<file path="src/rtl/scrambler.sv">
// -----------------------------------------------------------------------------
// scrambler
//
// Frame-synchronous 802.11a/g data scrambler (x^7 + x^4 + 1) placed directly
// upstream of the convolutional encoder. Each accepted WIDTH-bit beat is XORed
// with the scrambler sequence, bit 0 first in time. The result is handed on
// through a single output register on the same AXI-Stream format. The rate
// code (tuser) and the frame delimiter (tlast) ride along with the data
// unchanged.
//
// Ports:
//   aclk           clock
//   areset         synchronous reset, active-high
//   seed[6:0]      scrambler initial state, sampled on the first beat of a frame
//   s_axis_tdata   unscrambled data beat (WIDTH bits)
//   s_axis_tuser   4-bit rate code
//   s_axis_tvalid  upstream valid
//   s_axis_tready  ready to accept a beat
//   s_axis_tlast   last beat of frame
//   m_axis_tdata   scrambled data beat (WIDTH bits)
//   m_axis_tuser   rate code aligned with m_axis_tdata
//   m_axis_tvalid  output valid
//   m_axis_tready  downstream ready
//   m_axis_tlast   last beat, aligned with m_axis_tdata
//
// Build option:
//   SCRAMBLER_SEED_GEN_EN - when defined, the seed port is ignored. An internal
//   seed counter supplies the frame seed instead: it starts at 7'h01 and steps
//   once per completed frame, wrapping 7'h7F -> 7'h01.
// -----------------------------------------------------------------------------
module scrambler #(
  parameter int WIDTH = 24
) (
  input  logic             aclk,
  input  logic             areset,
  input  logic [6:0]       seed,
  input  logic [WIDTH-1:0] s_axis_tdata,
  input  logic [3:0]       s_axis_tuser,
  input  logic             s_axis_tvalid,
  output logic             s_axis_tready,
  input  logic             s_axis_tlast,
  output logic [WIDTH-1:0] m_axis_tdata,
  output logic [3:0]       m_axis_tuser,
  output logic             m_axis_tvalid,
  input  logic             m_axis_tready,
  output logic             m_axis_tlast
);

  typedef enum logic {
    IDLE,
    RUN
  } fsm_t;

  fsm_t             fsm;
  logic [6:0]       st_q;
  logic [6:0]       frame_seed;
  logic [6:0]       work_st;
  logic [6:0]       st;
  logic             fb;
  logic [6:0]       end_st;
  logic [WIDTH-1:0] scr_data;
  logic             s_hs;

`ifdef SCRAMBLER_SEED_GEN_EN
  logic [6:0] seed_cnt;
  logic       unused_seed;

  assign unused_seed = ^seed;
  assign frame_seed  = seed_cnt;

  // Seed counter advances once per completed frame and skips zero on wrap
  always_ff @(posedge aclk) begin
    if (areset) begin
      seed_cnt <= 7'h01;
    end else if (s_hs && s_axis_tlast) begin
      seed_cnt <= (seed_cnt == 7'h7F) ? 7'h01 : seed_cnt + 7'h01;
    end
  end
`else
  assign frame_seed = seed;
`endif

  // Single output register: a new beat fits whenever the register is empty
  // or is being drained in the same cycle.
  assign s_axis_tready = ~areset & (~m_axis_tvalid | m_axis_tready);
  assign s_hs          = s_axis_tvalid & s_axis_tready;

  // Whole beat scrambled in one cycle. The first beat of a frame starts from
  // the seed, with an all-zero seed replaced by all ones so that the LFSR
  // cannot lock up. Later beats continue from the stored end state.
  always_comb begin
    if (fsm == IDLE) begin
      work_st = (frame_seed == 7'h00) ? 7'h7F : frame_seed;
    end else begin
      work_st = st_q;
    end
    st       = work_st;
    fb       = 1'b0;
    scr_data = '0;
    for (int i = 0; i < WIDTH; i++) begin
      fb          = st[6] ^ st[3];
      scr_data[i] = s_axis_tdata[i] ^ fb;
      st          = {st[5:0], fb};
    end
    end_st = st;
  end

  // Output register, LFSR state and frame tracking. The register only loads
  // on an accepted beat. Otherwise it either holds or empties after the
  // downstream takes it.
  always_ff @(posedge aclk) begin
    if (areset) begin
      m_axis_tvalid <= 1'b0;
      m_axis_tdata  <= '0;
      m_axis_tuser  <= 4'h0;
      m_axis_tlast  <= 1'b0;
      st_q          <= 7'h00;
      fsm           <= IDLE;
    end else begin
      if (s_hs) begin
        m_axis_tvalid <= 1'b1;
        m_axis_tdata  <= scr_data;
        m_axis_tuser  <= s_axis_tuser;
        m_axis_tlast  <= s_axis_tlast;
        st_q          <= end_st;
        fsm           <= s_axis_tlast ? IDLE : RUN;
      end else if (m_axis_tready) begin
        m_axis_tvalid <= 1'b0;
      end
    end
  end

endmodule

</file>
<file path="config.mk">
export PLATFORM = sky130hd
export DESIGN_NAME = scrambler
export DESIGN_NICKNAME = d
export VERILOG_FILES = /design/src/rtl/scrambler.sv
export SDC_FILE = /design/constraint.sdc
export NUM_CORES = 1
export LEC_CHECK = 0
export CELL_PAD_IN_SITES_DETAIL_PLACEMENT = 1
export CELL_PAD_IN_SITES_GLOBAL_PLACEMENT = 2
export CORE_ASPECT_RATIO = 1.1
export CORE_UTILIZATION = 27
export DETAILED_ROUTE_END_ITERATION = 6
export MAX_ROUTING_LAYER = met4
export PLACE_DENSITY_LB_ADDON = 0.15
export SYNTH_ARGS = -nofsm -noshare
export SYNTH_HDL_FRONTEND = slang
export SYNTH_SLANG_ARGS = --single-unit
</file>
<file path="constraint.sdc">
create_clock -name aclk -period 2.6 [get_ports aclk]
set_input_delay 0.52 -clock aclk [delete_from_list [all_inputs] [get_ports aclk]]
set_output_delay 0.52 -clock aclk [all_outputs]
set_load 0.01 [all_outputs]
</file>
==> reports/metrics.yaml <==
worst_skew_ns: 0.003444
fin_total_pwr_w: 0.002219
detail_route.first_pass.iterations: 4
max_stage_delay_ns: 0.62
grt_overflow_total: 0
clkSinkCount: 38
grt_start_max_net_pins: 52
final.fill_count: 928
clk_pin_slew_ns: 0.08
synth_fa_ha_area_share_pct: 0
regToRegSetupSlack_ns: 0.44
vias: 1961
setup_slack_ns: 0.1411
synthesis.instances: 234
die_h_um: 97.31
finalWorstPathRequiredPeriod_ns: 2.459
slew_worst_pin_ns: 0.5019
route.detailed.wl_per_inst_um: 14.85
die_area_sq_mm: 0.008626
root_buffer: "clkbuf_8"
gp_congestion: 0.8385
hold_class: "reg2reg"
vias_in_the_first_global_route: 2033
io_pins: 71
cells_along_the_critical_path: "clkdlybuf4s50_1 -> or4_4 -> o31a_1 -> a211oi_2 -> xor2_1 -> xor2_1 -> o21ai_1"
detailedRoute.firstIterationViolations: 79
min-delay-start: "m_axis_tdata[15]$_SDFFE_PP0P_"
critical-path-top-delay-family: "compound AO/OA/AOI/OAI gates"
combinational_family_with_the_most_area_after_synthesis: "XOR/XNOR gates"
die_width_um: 88.65
synth.mux.area_fraction_pct: 5.219
crit_path_top_delay_cell: "or4_4"
path_common_cell: "xor2_1"
worstHoldPathCells: 2
detailed_place_hpwl_mm: 4.793
critical_path.max_fanout: 7
post_route_cells_drive_above_1_share_pct: 15.34
worst-r2r-cell-count: 7
worstHoldEndpoint: "m_axis_tdata[15]$_SDFFE_PP0P_"
core_rows: 34
syn-num-nets: 274
global_route_wire_length_before_repair_mm: 10.32
synthDistinctLibCells: 37
timing.max_cap.violations: 0
grt_setup_unrepaired: "no"
layout_worst_path_cycle_share_pct: 94.57
synth.yosys.warnings: 0
netlist_area_sq_mm: 0.002230
crit-reg2reg-launch: "fsm$_SDFFE_PP0P_"
clk_path_buf_depth: 2
place.port_buffers: 70
fin_setup_tns_ns: 0
hold_violations: 0
vdd_ir_drop_max_mv: 0.3523
postSynthAreaPerCell_sq_um: 9.528
post_drt_via_cell_ratio: 4.518
endpoint_type_of_the_worst_setup_path: "register"
number_of_max_slew_violations_in_the_final_report: 0
powerDensity_mw_per_mm2: 662.7
cp.arrival_ns: 2.64
core-area_sq_mm: 0.007955
run_status: "finished clean"
grt_antenna_before_repair: 0
place_ws_ns: -0.2085
finalWirelength_mm: 6.443
yosys.area_share.xor_xnor_pct: 25.25
max_slew_margin_pct: 66.25
clock_tree.htree_level_count: 2
initial_utilization_pct: 28.03
clock_tree_from_tritoncts: "yes"
post_synth_and_or_nand_nor_area_fraction_pct: 20.54
register_area_share_after_synthesis_pct: 34.12
antenna_left: 0
worstPathBufferInverterCount: 1
gr-usage-all-layers_pct: 16.00
remaining_drc_errors: 0
fmax_ghz: 0.4067
criticalPathCategory: "in2reg"
hold_buffers: 0
hold-worst-slack_ns: 0.4781
num_antenna_cells: 0
clkLatencyLatePin_ns: 0.29
design.final.nets: 365
area_growth_pct: 50.17
synth_compound_gate_area_share_pct: 10.77
setup_violations: 0
cts_inserted_buffers: 5
rr_endpoint: "m_axis_tdata[21]$_SDFFE_PP0P_"
worst_setup_path_start_kind: "input pin"
postSynthRegisterBits: 38
required_ns: 2.79
p_leak_nw: 1.304
area by class of cell:
cell class	count	area, sq um	share of cell area, %
inverters	1	3.754	0.1121
clock buffers	5	68.82	2.055
well taps	108	135.1	4.036
multi-input cells	180	1380	41.22
clock inverters	3	68.82	2.055
flip-flops and latches	38	760.7	22.72
repair buffers	99	930.9	27.80
cells by family (layout without fill, tap and decap cells):
family,after synthesis,in the layout
buf+inv,16,108
compound gates,40,40
mux,10,10
xor+xnor,59,59
simple gates,71,71
flops,38,38
repair_timing:
item / 4_1_cts / 5_1_grt
gates resized for setup: 0 / 0
setup buffers: 0 / 1
endpoints found under the setup margin: 0 / 1
endpoints found under the hold margin: 0 / 0
metal layers:
metal	vias up	part of all wire, %	track usage [%]
met2	51	49	26.86
met4	0	0.71	3.350
met1	928	45	19.82
li1	977	-	-
met5	-	0	-
met3	5	4.8	2.889
state kept, by name (all words and copies together) (netlist names):
| register | cells |
|---|---|
| m_axis_tdata | 24 |
| st_q | 7 |
| m_axis_tuser | 4 |
| fsm | 1 |
| m_axis_tlast | 1 |
| m_axis_tvalid | 1 |
layout by cell type (no fill, tap or decap), types with 2 or more instances in the layout:
cell and instances:
xor2_1 32, and2_1 2, dfxtp_1 38, clkbuf_8 5
buf_4 28, nor2b_1 2, xnor3_1 2, bufinv_16 2
o21ai_1 5, nand2_1 14, mux2i_1 8, nor3_1 3
nand3b_1 33, xnor2_1 24, clkdlybuf4s50_1 70, nor4_4 2
nor2_1 9, o21ai_0 25
cells in the mapped netlist, drive strengths merged:
cell | n | area (sq um)
a211oi | 2 | 20.02
a21o | 1 | 7.510
a21oi | 1 | 5.000
and2 | 2 | 12.51
buf | 2 | 18.77
clkbuf | 13 | 68.82
dfxtp | 38 | 760.7
inv | 1 | 3.750
mux2i | 10 | 116.4
nand2 | 15 | 56.30
nand2b | 1 | 6.260
nand3b | 33 | 247.7
nor2 | 9 | 33.78
nor2b | 2 | 12.51
nor3 | 3 | 15.01
nor3b | 1 | 7.510
nor4 | 2 | 42.54
o21ai | 30 | 150.1
o22ai | 2 | 18.77
o31a | 2 | 18.77
o31ai | 2 | 20.02
or2 | 2 | 12.52
or4 | 1 | 11.26
xnor2 | 25 | 237.7
xnor3 | 2 | 45.04
xor2 | 32 | 280.3
worst max-delay path by stage:
stage | cells past startpoint | slack [ns] | start | to
6_report | 7 | 0.14 | seed[3] | m_axis_tdata[18]$_SDFFE_PP0P_
3_5_place_dp | 7 | -0.21 | seed[1] | m_axis_tdata[18]$_SDFFE_PP0P_
3_3_place_gp | 7 | -0.18 | seed[1] | m_axis_tdata[18]$_SDFFE_PP0P_
5_1_grt | 7 | 0.02 | seed[3] | m_axis_tdata[18]$_SDFFE_PP0P_
4_1_cts | 7 | 0.12 | seed[1] | m_axis_tdata[18]$_SDFFE_PP0P_
2_1_floorplan | 7 | 0.34 | seed[1] | m_axis_tdata[18]$_SDFFE_PP0P_
per-stage QoR:
stage / util (%) / std cells / cell area (sq um)
6_report: 42.09 / 434 / 3348
5_1_grt: 42.09 / 434 / 3348
4_1_cts: 41.99 / 433 / 3341
3_5_place_dp: 40.26 / 425 / 3203
3_3_place_gp: 40.26 / 425 / 3203
2_1_floorplan: - / 234 / 2230
worst register-to-register path, cell delays in order (launching register included):
cell	delay, ns
dfxtp_1	0.64
inv_2	0.25
mux2i_1	0.28
xor2_1	0.27
mux2i_1	0.25
buf_4	0.15
xor2_1	0.13
o21ai_0	0.08
power breakdown:
| group | switching [W] | total, W | internal (W) |
|---|---|---|---|
| registers | 0.0000762 | 0.000750 | 0.000674 |
| logic | 0.000360 | 0.000847 | 0.000487 |
| clock network | 0.000237 | 0.000622 | 0.000385 |
Power figures use the tool's default switching activity.
